## src/rtl/clock_display_mux.sv

```systemverilog
// Six-digit multiplexed HH:MM:SS display driver with per-frame snapshot and anode ghost-blanking.
// Optional COLON_BLINK_EN: dp on digits 2 and 4 follows a phase toggled by one_second_pulse.
module clock_display_mux #(
   parameter int REFRESH_DIV    = 100000,
   parameter int BLANK_CYCLES   = 16,
   parameter int SEG_ACTIVE_LOW = 1,
   parameter int AN_ACTIVE_LOW  = 1
) (
   input  logic       clk,
   input  logic       reset,
   input  logic [5:0] seconds,
   input  logic [5:0] minutes,
   input  logic [4:0] hours,
   input  logic       one_second_pulse,
   output logic [6:0] seg,
   output logic       dp,
   output logic [5:0] an,
   output logic       frame_start
);

   localparam int CW = $clog2(REFRESH_DIV);
   localparam logic [6:0] SEG_OFF = (SEG_ACTIVE_LOW != 0) ? 7'h7F : 7'h00;
   localparam logic       DP_OFF  = (SEG_ACTIVE_LOW != 0);
   localparam logic [5:0] AN_OFF  = (AN_ACTIVE_LOW != 0) ? 6'h3F : 6'h00;

   logic [CW-1:0] cnt_q, cnt_d;
   logic [2:0]    digit_q, digit_d;
   logic [5:0]    sec_q, sec_d, min_q, min_d;
   logic [4:0]    hr_q, hr_d;
   logic [6:0]    seg_q, seg_d;
   logic          dp_q, dp_d;
   logic [5:0]    an_q, an_d;
   logic          frame_start_q, frame_start_d;
   logic          phase_q, phase_d;

   logic          wrap;
   logic [3:0]    code;
   logic [6:0]    glyph;
   logic [5:0]    an_raw;
   logic          dp_lit;

   // Code 15 marks an out-of-range field; both of its digits show a dash.
   function automatic logic [3:0] bcd_digit(input logic [5:0] v, input logic [5:0] lim,
                                            input logic tens);
      if (v > lim) return 4'hF;
      return tens ? 4'(v / 6'd10) : 4'(v % 6'd10);
   endfunction

   function automatic logic [6:0] glyph_al(input logic [3:0] c);
      case (c)
         4'd0:    return 7'b1000000;
         4'd1:    return 7'b1111001;
         4'd2:    return 7'b0100100;
         4'd3:    return 7'b0110000;
         4'd4:    return 7'b0011001;
         4'd5:    return 7'b0010010;
         4'd6:    return 7'b0000010;
         4'd7:    return 7'b1111000;
         4'd8:    return 7'b0000000;
         4'd9:    return 7'b0010000;
         default: return 7'b0111111;
      endcase
   endfunction

   always_comb begin
      wrap    = (cnt_q == CW'(REFRESH_DIV - 1));
      cnt_d   = wrap ? '0 : cnt_q + 1'b1;
      digit_d = digit_q;
      if (wrap) digit_d = (digit_q == 3'd5) ? 3'd0 : digit_q + 3'd1;

      frame_start_d = wrap && (digit_q == 3'd5);
      sec_d = frame_start_d ? seconds : sec_q;
      min_d = frame_start_d ? minutes : min_q;
      hr_d  = frame_start_d ? hours   : hr_q;

      case (digit_q)
         3'd0:    code = bcd_digit(sec_q, 6'd59, 1'b0);
         3'd1:    code = bcd_digit(sec_q, 6'd59, 1'b1);
         3'd2:    code = bcd_digit(min_q, 6'd59, 1'b0);
         3'd3:    code = bcd_digit(min_q, 6'd59, 1'b1);
         3'd4:    code = bcd_digit({1'b0, hr_q}, 6'd23, 1'b0);
         default: code = bcd_digit({1'b0, hr_q}, 6'd23, 1'b1);
      endcase
      glyph = glyph_al(code);
      seg_d = (SEG_ACTIVE_LOW != 0) ? glyph : ~glyph;

      // Anodes stay off for the first BLANK_CYCLES of each slot to hide segment transitions.
      an_raw = (cnt_q >= CW'(BLANK_CYCLES)) ? (6'b000001 << digit_q) : 6'b000000;
      an_d   = (AN_ACTIVE_LOW != 0) ? ~an_raw : an_raw;

`ifdef COLON_BLINK_EN
      phase_d = phase_q ^ one_second_pulse;
      dp_lit  = phase_q && ((digit_q == 3'd2) || (digit_q == 3'd4));
`else
      phase_d = phase_q;
      dp_lit  = 1'b0;
`endif
      dp_d = (SEG_ACTIVE_LOW != 0) ? ~dp_lit : dp_lit;
   end

`ifndef COLON_BLINK_EN
   logic unused_pulse;
   assign unused_pulse = one_second_pulse ^ phase_q;
`endif

   always_ff @(posedge clk) begin
      if (reset) begin
         cnt_q         <= '0;
         digit_q       <= 3'd0;
         sec_q         <= 6'd0;
         min_q         <= 6'd0;
         hr_q          <= 5'd0;
         seg_q         <= SEG_OFF;
         dp_q          <= DP_OFF;
         an_q          <= AN_OFF;
         frame_start_q <= 1'b0;
         phase_q       <= 1'b1;
      end else begin
         cnt_q         <= cnt_d;
         digit_q       <= digit_d;
         sec_q         <= sec_d;
         min_q         <= min_d;
         hr_q          <= hr_d;
         seg_q         <= seg_d;
         dp_q          <= dp_d;
         an_q          <= an_d;
         frame_start_q <= frame_start_d;
         phase_q       <= phase_d;
      end
   end

   assign seg         = seg_q;
   assign dp          = dp_q;
   assign an          = an_q;
   assign frame_start = frame_start_q;

endmodule

```

## config.mk

```make
export PLATFORM = sky130hd
export DESIGN_NAME = clock_display_mux
export DESIGN_NICKNAME = d
export VERILOG_FILES = /design/src/rtl/clock_display_mux.sv
export SDC_FILE = /design/constraint.sdc
export NUM_CORES = 1
export LEC_CHECK = 0
export CAP_MARGIN = 10
export CORE_UTILIZATION = 50
export CTS_BUF_LIST = sky130_fd_sc_hd__clkbuf_8 sky130_fd_sc_hd__clkbuf_16
export DETAILED_ROUTE_END_ITERATION = 8
export PLACE_DENSITY_LB_ADDON = 0.1
export SLEW_MARGIN = 20
export SYNTH_ARGS = -nofsm -noshare
export SYNTH_HDL_FRONTEND = slang
export SYNTH_SLANG_ARGS = --single-unit
```

## constraint.sdc

```tcl
create_clock -name clk -period 3.9 [get_ports clk]
set_input_delay 0.975 -clock clk [delete_from_list [all_inputs] [get_ports clk]]
set_output_delay 0.975 -clock clk [all_outputs]
set_load 0.01 [all_outputs]
```

==> run_results.csv <==
group,metric,value,unit
clocking,cts_tree,"done",
routing,wl,6.91,mm
critical_path,worstPathArrival,3.49,ns
clocking,clk_path_buf_depth,2,
power_and_ir_drop,finalPower,0.000895,W
floorplanning,die_area,6580,sq um
global_routing,grt.overflow.total,0,
clocking,root_buffer,"clkbuf_8",
routing,vias,2862,
clocking,cts_hold_buf,0,
floorplanning,initial_core_util,52.2,%
power_and_ir_drop,power.leakage,1.23,nW
placed_design,portBuffers,32,
timing,slew_headroom,53.5,%
logic_synthesis,yosys.area.top_type,"dfxtp_1",
timing,fmax,308,MHz
final_layout,final_area,3520,sq um
min_path,hp-class,"flop to flop",
logic_synthesis,netlist.area_leader.share,32.6,%
clocking,post_cts_buffers,0,
timing,grt_setup_unrepaired,"no",
timing,hold_viol,0,
routing,drtIter0Drc,82,
clocking,h-tree-depth,2,
timing,fin_skew,0.0109,ns
critical_path,cp-start-kind,"flop",
logic_synthesis,synthFlopType,"dfxtp_1",
final_layout,fillers,567,
timing,max_slew.worst_pin.slew,0.692,ns
routing,drc,0,
final_layout,fin_nets,453,
job,max-cap-violations,0,
timing,finalMaxSlewViolations,0,
floorplanning,io_pins,35,
logic_synthesis,synth_area_leaders,"dfxtp_1 33%, nand2_1 7.7%, a21oi_1 5.6%",
critical_path,endpoint_kind,"flop",
logic_synthesis,ys_seq_area_share,32.6,%
placed_design,dp_hpwl,5.07,mm
final_layout,post_route_cells_drive_above_1_share,6.12,%
placed_design,dp.cells,492,
logic_synthesis,async_reset_ff_share,0,%
global_routing,grt_pass1_vias,2557,
critical_path,cp_max_fo,12,
floorplanning,coreArea,5990,sq um
logic_synthesis,syn_nets,439,
global_routing,grt_max_degree,19,
floorplanning,rows,28,
floorplanning,die-height,81.1,um
logic_synthesis,synth.distinct_cells,66,
placed_design,dpl_cell_area,3420,sq um
clocking,clock_latency,0.31,ns
clocking,cts_buffers,5,
global_routing,antenna_found_initial,0,
placed_design,gp_congestion,0.861,
routing,ant_nets,0,
critical_path,required,4.15,ns
routing,vias_per_cell,5.72,
power_and_ir_drop,ir_worst_vdd,0.162,mV
timing,period_needed,3.24,ns
logic_synthesis,synth_edf_count,0,
floorplanning,die_w,81.1,um
final_layout,fin_util,58.7,%
clocking,cts_sinks,51,
critical_path,worstSetupPathType,"flop to flop",
global_routing,track_usage,22.6,%
logic_synthesis,synthTopCellsByCount,"64 x nand2_1, 51 x dfxtp_1, 35 x a21oi_1",
logic_synthesis,synth_area,3130,sq um
routing,drt_first_pass_iters,5,
timing,fin_tns_setup,0,ns
final_layout,diodes,0,
routing,wl_per_cell,13.8,um
logic_synthesis,ys_warn_count,0,
power_and_ir_drop,cellPowerDensity,254,nW/um^2
logic_synthesis,synthCells,410,
logic_synthesis,avgSynthCellArea,7.63,sq um
timing,period_share,83.2,%
final_layout,syn_to_final_growth,12.4,%
final_layout,stdcell_count,500,
timing,setup_viol,0,
status,status,"complete, no violations",
logic_synthesis,yosysMostFrequentCell,"nand2_1",
clocking,cts_resized,0,
global_routing,grt_pass1_wl,11.7,mm
logic_synthesis,synth-seq-cells,51,
clocking,clkTransAtPathRegs,0.10,ns
==> registers in the layout, summed over array words and instances, names as in the netlist <==
| name | cells |
|---|---|
| cnt_q | 17 |
| seg | 7 |
| an | 6 |
| min_q | 6 |
| sec_q | 6 |
| hr_q | 5 |
| digit_q | 3 |
| frame_start | 1 |
==> per-layer routing <==
layer	global-route usage (%)	part of all wire (%)	up-vias
li1	-	-	1473
met1	30.8	49	1333
met2	36.5	46	46
met3	3.60	3.1	10
met4	6.79	1.4	0
met5	0	0	-
==> critical path, cell delays in order, from the launching register on <==
cell and delay [ns]:
dfxtp_1 0.53, nand2b_1 0.27, xnor2_1 0.10, nand2_1 0.09, o21ai_0 0.08, ha_1 0.40, o21ai_2 0.08, a2bb2oi_2 0.13
nor3_1 0.05, or3_1 0.37, o31a_1 0.42, or4b_1 0.57, nand4_1 0.10
==> per-stage QoR <==
step	setup slack (ns)	hold slack, ns
6_report	0.656	0.473
4_1_cts	0.684	0.478
3_3_place_gp	0.770	0.456
5_1_grt	0.399	0.491
3_5_place_dp	0.711	0.465
2_1_floorplan	1.10	0.429
==> final timing paths <==
check	cells after the start	end	slack, ns	start
worst max-delay path	12	seg[3]	0.66	min_q[3]
worst min-delay path	2	hr_q[0]	0.47	hr_q[0]
worst max register to register	12	seg[3]	0.66	min_q[3]
worst min register to register	2	hr_q[0]	0.47	hr_q[0]
==> area by class of cell <==
type | count | area (sq um) | share of cell area, %
clock buffer | 6 | 82.6 | 2.35
clock inverter | 2 | 13.8 | 0.391
inverter | 15 | 56.3 | 1.60
multi-input combinational | 315 | 1900 | 54.0
sequential | 51 | 1020 | 29.0
tap | 75 | 93.8 | 2.67
timing repair buffer | 36 | 350 | 9.96
==> cells by family after synthesis <==
logic type | after synthesis | synth area share, %
other | 1 | 0.120
buffers and inverters | 44 | 6.68
XOR/XNOR | 15 | 4.20
AO/OA/AOI/OAI | 106 | 22.4
flip-flops | 51 | 32.6
AND/OR/NAND/NOR | 179 | 28.7
multiplexers | 5 | 1.64
adder cells (fa/ha/maj) | 9 | 3.60
==> cell usage in the layout, fill, tap and decap left out, drive strengths merged, types with 4 or more instances in the layout <==
| master | n |
|---|---|
| clkdlybuf4s50 | 32 |
| and2 | 8 |
| nor3b | 5 |
| dfxtp | 51 |
| nand3b | 5 |
| buf | 4 |
| ha | 9 |
| a21oi | 36 |
| nand2b | 6 |
| nor2 | 34 |
| xnor2 | 6 |
| inv | 16 |
| mux2i | 4 |
| o21ai | 31 |
| xor2 | 9 |
| nor3 | 10 |
| nand3 | 7 |
| clkbuf | 6 |
| nand4 | 7 |
| nor2b | 7 |
| nand2 | 64 |
| and3 | 6 |
| or3 | 7 |
==> power breakdown <==
group	switching [W]	total (W)	leakage [nW]	internal (W)
sequential	0.00000344	0.000530	0.414	0.000526
clock	0.000177	0.000322	0.0516	0.000145
combinational	0.0000169	0.0000430	0.762	0.0000261
total	0.000197	0.000895	1.23	0.000698
(Power assumes the default switching activity.)
